==> src/rtl/regfile_writeback_arbiter_pkg.sv <==
// rtl/regfile_writeback_arbiter_pkg.sv - shared types for the register file writeback arbiter
package regfile_writeback_arbiter_pkg;

    localparam int unsigned DataWidth = 32;

    typedef enum logic [4:0] {
        X0,  X1,  X2,  X3,  X4,  X5,  X6,  X7,
        X8,  X9,  X10, X11, X12, X13, X14, X15,
        X16, X17, X18, X19, X20, X21, X22, X23,
        X24, X25, X26, X27, X28, X29, X30, X31
    } register_e;

    typedef struct packed {
        logic                 enable;
        register_e            address;
        logic [DataWidth-1:0] data;
    } register_file_write_t;

    typedef struct packed {
        register_e            address;
        logic [DataWidth-1:0] data;
    } writeback_request_t;

    function automatic int unsigned pointer_width(input int unsigned count);
        return (count > 1) ? $clog2(count) : 1;
    endfunction

endpackage

==> src/rtl/round_robin_arbiter.sv <==
// rtl/round_robin_arbiter.sv - combinational round-robin grant starting at a given pointer
module round_robin_arbiter
    import regfile_writeback_arbiter_pkg::*;
#(
    parameter int unsigned Count    = 3,
    parameter int unsigned PtrWidth = pointer_width(Count)
) (
    input  logic [Count-1:0]    request_i,
    input  logic [PtrWidth-1:0] pointer_i,
    output logic [Count-1:0]    grant_o
);

    logic found;

    // First pass covers indices at or above the pointer, second pass wraps to the low indices.
    always_comb begin
        grant_o = '0;
        found   = 1'b0;
        for (int unsigned i = 0; i < Count; i++) begin
            if (!found && request_i[i] && (PtrWidth'(i) >= pointer_i)) begin
                grant_o[i] = 1'b1;
                found      = 1'b1;
            end
        end
        for (int unsigned i = 0; i < Count; i++) begin
            if (!found && request_i[i]) begin
                grant_o[i] = 1'b1;
                found      = 1'b1;
            end
        end
    end

endmodule

==> src/rtl/regfile_writeback_arbiter.sv <==
// rtl/regfile_writeback_arbiter.sv - shares one register file write port between writeback producers
module regfile_writeback_arbiter
    import regfile_writeback_arbiter_pkg::*;
#(
    parameter int unsigned RequesterCount = 3,
    parameter int unsigned RegisterCount  = 32
) (
    input  logic                      clk_i,
    input  logic                      rst_i,
    input  logic [RequesterCount-1:0] req_valid_i,
    output logic [RequesterCount-1:0] req_ready_o,
    input  register_e                 req_address_i [RequesterCount],
    input  logic [DataWidth-1:0]      req_data_i    [RequesterCount],
    output register_file_write_t      write_o,
    output logic [RegisterCount-1:0]  pending_o
);

    localparam int unsigned PtrWidth     = pointer_width(RequesterCount);
    localparam int unsigned RegisterSpan = 2 ** $bits(register_e);

    logic [RequesterCount-1:0] buf_valid_q, buf_valid_d;
    writeback_request_t        buf_q [RequesterCount];
    writeback_request_t        buf_d [RequesterCount];
    logic [PtrWidth-1:0]       pointer_q, pointer_d;
    register_file_write_t      write_q, write_d;
    logic [RequesterCount-1:0] grant;
    logic [RequesterCount-1:0] accept;
    logic [RegisterSpan-1:0]   pending_all;

    round_robin_arbiter #(
        .Count    (RequesterCount),
        .PtrWidth (PtrWidth)
    ) u_arbiter (
        .request_i (buf_valid_q),
        .pointer_i (pointer_q),
        .grant_o   (grant)
    );

    // A buffer being drained this cycle can refill on the same edge.
    assign req_ready_o = ~buf_valid_q | grant;
    assign accept      = req_valid_i & req_ready_o;
    assign write_o     = write_q;

    always_comb begin
        for (int unsigned i = 0; i < RequesterCount; i++) begin
            buf_valid_d[i] = buf_valid_q[i];
            buf_d[i]       = buf_q[i];
            if (accept[i] && (req_address_i[i] != X0)) begin
                buf_valid_d[i]   = 1'b1;
                buf_d[i].address = req_address_i[i];
                buf_d[i].data    = req_data_i[i];
            end else if (grant[i]) begin
                buf_valid_d[i] = 1'b0;
            end
        end
    end

    // Address and data hold when idle; only enable drops.
    always_comb begin
        write_d        = write_q;
        write_d.enable = 1'b0;
        pointer_d      = pointer_q;
        for (int unsigned i = 0; i < RequesterCount; i++) begin
            if (grant[i]) begin
                write_d.enable  = 1'b1;
                write_d.address = buf_q[i].address;
                write_d.data    = buf_q[i].data;
                pointer_d       = (i == RequesterCount - 1) ? '0 : PtrWidth'(i + 1);
            end
        end
    end

    always_comb begin
        pending_all = '0;
        for (int unsigned i = 0; i < RequesterCount; i++) begin
            if (buf_valid_q[i]) begin
                pending_all[buf_q[i].address] = 1'b1;
            end
        end
        if (write_q.enable) begin
            pending_all[write_q.address] = 1'b1;
        end
        pending_o = pending_all[RegisterCount-1:0];
    end

    always_ff @(posedge clk_i or posedge rst_i) begin
        if (rst_i) begin
            buf_valid_q <= '0;
            pointer_q   <= '0;
            write_q     <= '0;
            for (int unsigned i = 0; i < RequesterCount; i++) begin
                buf_q[i] <= '0;
            end
        end else begin
            buf_valid_q <= buf_valid_d;
            pointer_q   <= pointer_d;
            write_q     <= write_d;
            for (int unsigned i = 0; i < RequesterCount; i++) begin
                buf_q[i] <= buf_d[i];
            end
        end
    end

    a_single_grant : assert property (@(posedge clk_i) disable iff (rst_i) $onehot0(grant));
    a_no_x0_write  : assert property (@(posedge clk_i) disable iff (rst_i)
                                      !(write_o.enable && (write_o.address == X0)));

    for (genvar i = 0; i < RequesterCount; i++) begin : g_stable
        a_stable_request : assert property (@(posedge clk_i) disable iff (rst_i)
            (req_valid_i[i] && !req_ready_o[i]) |=>
            ($stable(req_address_i[i]) && $stable(req_data_i[i])));
    end

endmodule

==> config.mk <==
export PLATFORM = sky130hd
export DESIGN_NAME = regfile_writeback_arbiter
export DESIGN_NICKNAME = d
export VERILOG_FILES = /design/src/rtl/regfile_writeback_arbiter_pkg.sv /design/src/rtl/round_robin_arbiter.sv /design/src/rtl/regfile_writeback_arbiter.sv
export SDC_FILE = /design/constraint.sdc
export NUM_CORES = 1
export LEC_CHECK = 0
export ABC_AREA = 1
export CAP_MARGIN = 20
export CORE_MARGIN = 4
export CORE_UTILIZATION = 45
export DETAILED_ROUTE_END_ITERATION = 8
export GPL_ROUTABILITY_DRIVEN = 0
export PLACE_DENSITY = 0.73
export SLEW_MARGIN = 25
export SYNTH_ARGS = -nofsm -noshare
export SYNTH_HDL_FRONTEND = slang
export SYNTH_SLANG_ARGS = --single-unit
==> constraint.sdc <==
create_clock -name clk_i -period 8.3 [get_ports clk_i]
set_input_delay 2.49 -clock clk_i [delete_from_list [all_inputs] [get_ports clk_i]]
set_output_delay 2.49 -clock clk_i [all_outputs]
set_load 0.03 [all_outputs]
==> reports/qor.csv <==
stage;metric;value;unit
routing;first_pass_iters;5;
timing;tightest_slew;923;ps
timing;worst_slack;2800;ps
logic_synthesis;synth_xor_xnor_area_share;0;
logic_synthesis;synthFlopType;dfrtp_1;
logic_synthesis;synth_top_cell_area_share;0.476;
clock_tree;cts-root-buf;clkbuf_16;
layout;final_common_cell;nand2_1;
timing;setup_viol;0;
grt;grt_pass1_wl;38.1;mm
clock_tree;numCtsBuffers;17;
power;p_per_area;444;nW/µm²
layout;area_growth;31.7;%
floorplanning;die_width;142;µm
place;dpl.hpwl;15.9;mm
power;p_leak;5.14;nW
clock_tree;postCtsSetupBuffers;0;
clock_tree;htree_levels;4;
logic_synthesis;synth_nets;1152;
clock_tree;cts_hold_buf;0;
logic_synthesis;synthMuxAreaShare;0;
grt;grt_use_total;0.235;
floorplanning;dieArea;20200;µm²
logic_synthesis;ys.warnings.count;0;
logic_synthesis;netlist_instances;1036;
logic_synthesis;ys_async_sr_fraction;1.00;
power;vdd_drop_max;0.281;mV
clock_tree;clock_latency;430;ps
timing;max_slew_margin;0.384;
clock_tree;post_cts_resized;0;
floorplanning;core;17500;µm²
place;post-place-ws;3280;ps
layout;num_antenna_cells;0;
logic_synthesis;synth_adder_area_share;0;
logic_synthesis;synth_area_leader_cell;dfrtp_1;
grt;grt_max_degree;103;
floorplanning;start_util;0.463;
logic_synthesis;synth_edf_count;0;
outcome;outcome;complete, no violations;
clock_tree;clk_pin_slew;60;ps
logic_synthesis;synthTopCellsByArea;dfrtp_1 48%, nand2_1 13%, inv_1 6.2%;
logic_synthesis;synth_compound_area_frac;0.123;
setup_path;crit_type;reg -> out;
floorplanning;chipHeight;142;µm
timing;holdWs;470;ps
grt;grt_pass1_vias;7398;
timing;rsz0062_at_grt;false;
min_path;hp-class;reg -> reg;
setup_path;crit_fanout;45;
place;dp.cells;1397;
layout;final_cell_mix;275 x nand2_1, 188 x clkdlybuf4s50_1, 153 x dfrtp_1;
timing;fin_worst_skew;12.0;ps
logic_synthesis;synth-seq-area-share;0.476;
layout;final_cells;1430;
floorplanning;io_pins;189;
timing;fmax;182;MHz
floorplanning;rows;48;
clock_tree;cts_tree;built;
routing;route.detailed.drc;0;
grt;antenna_found_initial;2;
routing;viasPerCell;5.40;
routing;postRouteAntennaNets;0;
routing;routed_wirelength;23.8;mm
logic_synthesis;synthesis.area;8100;µm²
routing;vias;7720;
clock_tree;cts.sinks;154;
run;maxCapViolations;0;
layout;drive_above_1_share;0.0689;
logic_synthesis;synth_cell_types;23;
setup_path;critPathLaunchType;register;
setup_path;cp_data_arrival_time;3010;ps
logic_synthesis;synth_seq_cells;154;
timing;tns;0;ps
logic_synthesis;avgSynthCellArea;7.82;µm²
timing;slew_violations;0;
place;io_buffer_count;188;
routing;drt_iter0_drc;730;
logic_synthesis;yosys.area_share.simple;0.297;
timing;finalCriticalPeriod;5500;ps
setup_path;crit_required;5810;ps
setup_path;setup.worst_path.end_class;primary output;
timing;hold_viol;0;
routing;wl_per_cell;16.6;µm
grt;grt-ovfl-total;0;
layout;fin_nets;1308;
logic_synthesis;synth_top_family_by_area;simple AND/OR/NAND/NOR gates;
timing;period_share;0.662;
clock_tree;clock_path_buffers;2;
per-stage QoR:
stage / utilization / total power [mW] / area (µm²)
2_1_floorplan: - / 3.11 / 8100
3_3_place_gp: 0.573 / 3.83 / 10000
3_5_place_dp: 0.573 / 3.89 / 10000
4_1_cts: 0.609 / 4.74 / 10600
5_1_grt: 0.610 / 5.09 / 10700
6_report: 0.610 / 4.73 / 10700
critical path: stages (launching register included):
cell and delay, ps:
dfrtp_2 970, nand3_1 490, o22a_1 310, o221ai_1 80, clkdlybuf4s50_1 720
kinds of logic after synthesis:
group | count (synthesis)
buffers and inverters | 195
DFF | 154
AOI/OAI and AO/OA | 138
and+or+nand+nor | 549
worst paths after layout:
check | cells past startpoint | to | slack (ps) | startpoint
worst min register to register | 2 | buf_q[91]$_DFFE_PP0P_ | 470 | buf_q[91]$_DFFE_PP0P_
worst max-delay path | 4 | pending_o[11] | 2800 | buf_valid_q[1]$_DFFE_PP0P_
min in group asynchronous | 2 | buf_q[89]$_DFFE_PP0P_ | 2640 | rst_i
worst max register to register | 7 | buf_q[78]$_DFFE_PP0P_ | 5510 | buf_valid_q[1]$_DFFE_PP0P_
worst min-delay path | 2 | buf_q[91]$_DFFE_PP0P_ | 470 | buf_q[91]$_DFFE_PP0P_
max in group asynchronous | 3 | buf_valid_q[1]$_DFFE_PP0P_ | 4390 | rst_i
layer usage:
layer / track usage / vias to the layer above / share of wire
li1: - / 3741 / -
met1: 0.309 / 3587 / 0.42
met2: 0.374 / 336 / 0.47
met3: 0.0622 / 52 / 0.084
met4: 0.0929 / 4 / 0.024
met5: 0 / - / 0.0013
layout make-up:
type                       instances  area [µm²]
clock buffer                      19         443
clock inverter                    13         190
fill                            1584        6820
inverter                         134         508
multi-input combinational        687        3410
sequential                       154        3850
tap                              225         282
timing repair buffer             198        1970
synthesized netlist by cell type (2+ instances only):
cell type and n:
dfrtp_1 154, clkbuf_1 26, nand3_1 90, o21ai_0 46, o22a_1 20, nand2_1 276
a21oi_1 7, nand4_1 76, buf_1 2, buf_4 8, nor3_1 5, o221ai_1 26
nand2_2 3, o21ai_1 4, nor2_1 95, buf_2 16, o21ai_2 28, nand3_2 4
o22ai_1 6, inv_1 133, buf_6 9
flip-flops by register name (all words and copies together), names as in the netlist:
name and count:
buf_q 111, write_o 38, buf_valid_q 3, pointer_q 2
power breakdown:
part / switching [mW] / internal (mW) / leakage [nW]
Sequential: 0.321 / 1.14 / 1.89
Combinational: 1.62 / 0.833 / 2.96
Clock: 0.317 / 0.514 / 0.297
Power figures use the tool's default switching activity.
==> patch 1, RTL diff (config.mk and constraints unchanged) <==
`RegisterCount`: 32 -> 16.
--- a/src/rtl/regfile_writeback_arbiter.sv
+++ b/src/rtl/regfile_writeback_arbiter.sv
@@ -5,3 +5,3 @@
     parameter int unsigned RequesterCount = 3,
-    parameter int unsigned RegisterCount  = 32
+    parameter int unsigned RegisterCount  = 16
 ) (
Ports: changed (resized pending_o); port bits go from 189 to 173. No check against the original RTL was run, so the function may have changed too.
==> patch 1 against the original RTL <==
Total power fell by 6.8%. First-iteration DRC count down 36%. Routed wire length down 12%. Register-to-register slack worse by 0.04 ns. Sequential cell count unchanged. Clock skew decreased by 0.00063 ns. Cell area is 6.4% lower. Synthesized area decreased by 6.6%. Setup slack better by 0.10 ns.
==> patch 1: results (changes against the original RTL) <==
.. list-table::
   :header-rows: 1

   * - Metric
     - Value
   * - Largest clock skew in the final design
     - 0.0114 ns (was 0.0120 ns)
   * - Distinct cells, synth
     - 22 (was 23)
   * - Overall via count from detail_route
     - 7011 (was 7720)
   * - Data arrival, critical path
     - 2.90 ns (was 3.01 ns)
   * - Final routed wire length divided by cell count
     - 15.6 microns (was 16.6 microns)
   * - Met2 Wirelength
     - 9.99 mm (was 11.2 mm)
   * - Global-route wire length before repair
     - 33.6 mm (was 38.1 mm)
   * - Maximum number of pins on one net before global-route repair
     - 83 (was 103)
   * - DRT iter0 DRCs
     - 469 (was 730)
   * - Maximum fanout along the worst path
     - 45 (unchanged)
   * - Worst supply voltage drop on vdd
     - 0.208 mV (was 0.281 mV)
   * - Multi-input logic cell count
     - 620 (was 687)
   * - Leak Pwr
     - 4.93 nW (was 5.14 nW)
   * - Hold Crit Start
     - buf_q[83] (was buf_q[91])
   * - Number of non-clock inverters
     - 128 (was 134)
   * - Vias per Instance
     - 5.25 (was 5.40)
   * - Placed cell count
     - 1302 (was 1397)
   * - Status
     - finished, final reports clean (unchanged)
   * - Met1 usage in global routing
     - 29.9% (was 30.9%)
   * - Sum of routed wire segments on met1
     - 8.87 mm (was 9.98 mm)
   * - Mapped Nets
     - 1078 (was 1152)
   * - Tapcell Cnt
     - 220 (was 225)
   * - Post-CTS Repair Setup Buffers
     - 0 (unchanged)
   * - Clock buffer cells
     - 18 (was 19)
   * - Hold-critical path endpoint
     - buf_q[83] (was buf_q[91])
   * - Final Net Count
     - 1218 (was 1308)
   * - Dpl cell area
     - 9350 sq um (was 10000 sq um)
   * - Clock tree root buffer cell
     - clkbuf_16 (unchanged)
   * - Top post-synthesis cells by count
     - nand2_1, dfrtp_1, inv_1 (unchanged)
   * - Endpoint of the worst register-to-register path
     - buf_q[105] (was buf_q[78])
   * - Met3 WL post-DR
     - 1.61 mm (was 2.00 mm)
   * - Count of buffers not belonging to the clock network in the layout
     - 181 (was 198)
   * - Multi-input combinational area share
     - 29.5% (was 32.0%)
   * - Layout sequential cell count
     - 154 (unchanged)
   * - Port Buffer Count
     - 172 (was 188)
   * - Worst slew margin relative to its limit
     - 35.7% (was 38.4%)
   * - Met3 capacity usage during global routing
     - 6.43% (was 6.22%)
   * - Instance count of the mapped netlist
     - 962 (was 1036)
   * - Number of global-route vias before repair
     - 6684 (was 7398)
   * - Portion of the layout cell area used by clock cells
     - 6.09% (was 5.94%)
   * - Ranking of synthesized cells by area
     - dfrtp_1, nand2_1, nand4_1 (was dfrtp_1, nand2_1, inv_1)
   * - Fraction of cell area in non-clock buffers
     - 18.1% (was 18.5%)
   * - Minimum setup slack after placement
     - 3.39 ns (was 3.28 ns)
   * - Switching share of power
     - 46.3% (was 47.6%)
   * - Met2 usage in global routing
     - 36.9% (was 37.4%)
   * - Half-perimeter wire length of the detailed placement result
     - 13.7 mm (was 15.9 mm)
   * - Sequential share of the synthesized area
     - 50.9% (was 47.6%)
[patch 1: cell count changes in the layout (fill, tap and decap cells not counted), moves of 10 or more]
cell             before  now
o21ai_1               4   72
o21ai_0              46    0
o21ai_2              28    1
nor2_1               95   76
clkdlybuf4s50_1     188  172
nand3_1              88   73
o221ai_1             26   16
[patch 1: cell families after synthesis]
kind of cell           count (synthesis)  share of synthesized area [%]
AOI/OAI and AO/OA                    107                           8.93
buffers and inverters                188                           10.5
DFF                                  154                           50.9
and+or+nand+nor                      513                           29.6
[patch 1: power groups by stage]
stage	logic [mW]	registers, mW	clock network [mW]
final	2.18	1.43	0.800
after global routing	2.43	1.48	0.838
after CTS	2.19	1.43	0.806
after detailed placement	2.18	1.44	0
after global placement	2.13	1.42	0
after floorplan	1.41	1.51	0
[patch 1: worst max-delay path by stage]
stage / endpoint / slack [ns] / cells past startpoint
after floorplan: buf_q[0] / 1.66 / 1
after global placement: req_ready_o[0] / 3.42 / 5
after detailed placement: req_ready_o[0] / 3.39 / 5
after CTS: req_ready_o[0] / 2.90 / 5
after global routing: req_ready_o[0] / 2.76 / 5
final: req_ready_o[0] / 2.91 / 5
[patch 1: per-stage QoR]
step | hold WS, ns | utilization, % | power, mW
6_report | 0.470 | 60.4 | 4.41
5_1_grt | 0.494 | 60.4 | 4.75
4_1_cts | 0.476 | 60.2 | 4.43
3_5_place_dp | 0.460 | 56.6 | 3.62
3_3_place_gp | 0.456 | 56.6 | 3.56
2_1_floorplan | 0.442 | - | 2.91
[patch 1: worst max-delay path: stages, from the launching register on]
cell and delay [ns]:
dfrtp_2 1.00, nand2_2 0.22, a31oi_4 0.25, nand2_1 0.07, buf_4 0.28, clkdlybuf4s50_1 0.65
==> patch 2, RTL diff (same flow settings) <==
Made on the original files. Reset style: synchronous (`rst_i`), changed in one clocked block.
--- a/src/rtl/regfile_writeback_arbiter.sv
+++ b/src/rtl/regfile_writeback_arbiter.sv
@@ -85,3 +85,3 @@
 
-    always_ff @(posedge clk_i or posedge rst_i) begin
+    always_ff @(posedge clk_i) begin
         if (rst_i) begin
Formal check against the unedited RTL: not equivalent (a bounded check fails within 4 cycles, from zero or initial values and one cycle with rst_i high; the reset may be asserted at any time).
==> patch 2 against the original RTL <==
Critical path depth increased by 1. First-iteration DRC count decreased by 14%. Setup slack got worse by 0.14 ns. Sequential cell count unchanged. Routed wire length decreased by 1.9%. Synthesized area decreased by 5.9%. Via count increased by 4.3%. Sequential share of layout area decreased by 5.7 points. Synthesized cell count increased by 13%. Cell area decreased by 4.9%. Count of clock-buffer cells in the layout increased by 3. Largest cell class is now multi-input gates.
Power is not compared: it rests on default switching activity, and its combinational part moved more than twofold at a synthesized area within 25%.
==> patch 2: results (changes against the original RTL) <==
.. list-table::
   :header-rows: 1

   * - Metric
     - Value
   * - Met1 usage in global routing
     - 29.7% (was 30.9%)
   * - Largest clock skew in the final design
     - 0.0101 ns (was 0.0120 ns)
   * - Met2 Wirelength
     - 10.9 mm (was 11.2 mm)
   * - Top Layer Used
     - met4 (was met5)
   * - Slack of the worst reg-to-reg path
     - 5.10 ns (was 5.51 ns)
   * - Worst hold-check slack
     - 0.452 ns (was 0.470 ns)
   * - DRT iter0 DRCs
     - 626 (was 730)
   * - Met3 capacity usage during global routing
     - 4.56% (was 6.22%)
   * - Post-CTS Repair Setup Buffers
     - 0 (unchanged)
   * - Worst supply voltage drop on vdd
     - 0.143 mV
   * - Vias per Instance
     - 5.21 (was 5.40)
   * - Ranking of synthesized cells by area
     - dfxtp_1, nand2_1, nor2_1 (was dfrtp_1, nand2_1, inv_1)
   * - Global-route total usage across every layer
     - 23.4% (was 23.5%)
   * - Overall via count from detail_route
     - 8055 (was 7720)
   * - Met3 WL post-DR
     - 1.71 mm (was 2.00 mm)
   * - Status
     - finished, final reports clean (unchanged)
   * - Maximum fanout along the worst path
     - 43 (was 45)
   * - Final Net Count
     - 1431 (was 1308)
   * - Clock-pin slew of the registers on the worst-case setup and hold paths
     - 0.06 ns (about the same)
   * - Clock tree root buffer cell
     - clkbuf_16 (unchanged)
   * - Number of inserted filler cells in the final layout
     - 1617 (was 1584)
   * - Worst slew margin relative to its limit
     - 40.0% (was 38.4%)
   * - Maximum number of pins on one net before global-route repair
     - 78 (was 103)
   * - Sum of routed wire segments on met1
     - 9.89 mm (was 9.98 mm)
   * - Placed cell count
     - 1516 (was 1397)
   * - Instance count of the mapped netlist
     - 1167 (was 1036)
   * - Slowest stage delay, CP
     - 0.92 ns (was 0.97 ns)
   * - Async SR Flop Fraction
     - 0% (was 100%)
   * - Met2 usage in global routing
     - 38.7% (was 37.4%)
   * - Total wire length after detailed routing
     - 23.3 mm (was 23.8 mm)
   * - Top register by number of flip-flops
     - buf_q (unchanged)
   * - Top delay family on crit path
     - buffers and inverters (was flip-flops)
   * - Worst path slowest cell
     - dfxtp_2 (was dfrtp_2)
   * - Fmax
     - 177 MHz (was 182 MHz)
   * - Synthesis warning total
     - 0 (unchanged)
   * - Dpl cell area
     - 9530 sq um (was 10000 sq um)
   * - Mapped Nets
     - 1283 (was 1152)
   * - Half-perimeter wire length of the detailed placement result
     - 15.7 mm (was 15.9 mm)
   * - Global-route wire length before repair
     - 37.3 mm (was 38.1 mm)
   * - Sequential share of the synthesized area
     - 40.4% (was 47.6%)
   * - Initial antenna violation count
     - 0 (was 2)
   * - Distinct cells, synth
     - 22 (was 23)
   * - Fraction of final layout cells with drive strength greater than 1
     - 3.77% (was 6.89%)
   * - Top post-synthesis cells by count
     - nand2_1, nor2_1, dfxtp_1 (was nand2_1, dfrtp_1, inv_1)
   * - Post-layout utilization of the core
     - 61.2% (was 61.0%)
   * - Data arrival, critical path
     - 3.15 ns (was 3.01 ns)
   * - Minimum setup slack after placement
     - 3.20 ns (was 3.28 ns)
   * - Number of global-route vias before repair
     - 7511 (was 7398)
-- patch 2: logic make-up after synthesis --
family	after synthesis	share of synthesized area (%)
buf+inv	218	11.7
flops	154	40.4
simple gates	614	33.4
compound gates	181	14.4
-- patch 2: path summary, 6_finish.rpt --
check                               startpoint             to  cells after the start
worst min register to register    buf_q[0][78]   buf_q[0][78]                      2
worst min-delay path              buf_q[0][78]   buf_q[0][78]                      2
worst max-delay path            buf_valid_q[1]  pending_o[19]                      5
worst max register to register  buf_valid_q[1]   buf_q[0][64]                      8
-- patch 2: layout make-up --
| type | instances | area share, % |
|---|---|---|
| Timing Repair Buffer | 198 | 19.2 |
| Clock buffer | 22 | 4.58 |
| Inverter | 149 | 5.53 |
| Multi-Input combinational cell | 795 | 36.1 |
| Tap cell | 220 | 2.71 |
| Clock inverter | 8 | 1.42 |
| Sequential cell | 154 | 30.4 |
-- patch 2: tightest hold or removal path, cell delays in order (launching register included) --
cell     delay, ns
dfxtp_1       0.29
inv_1         0.06
a21oi_1       0.05
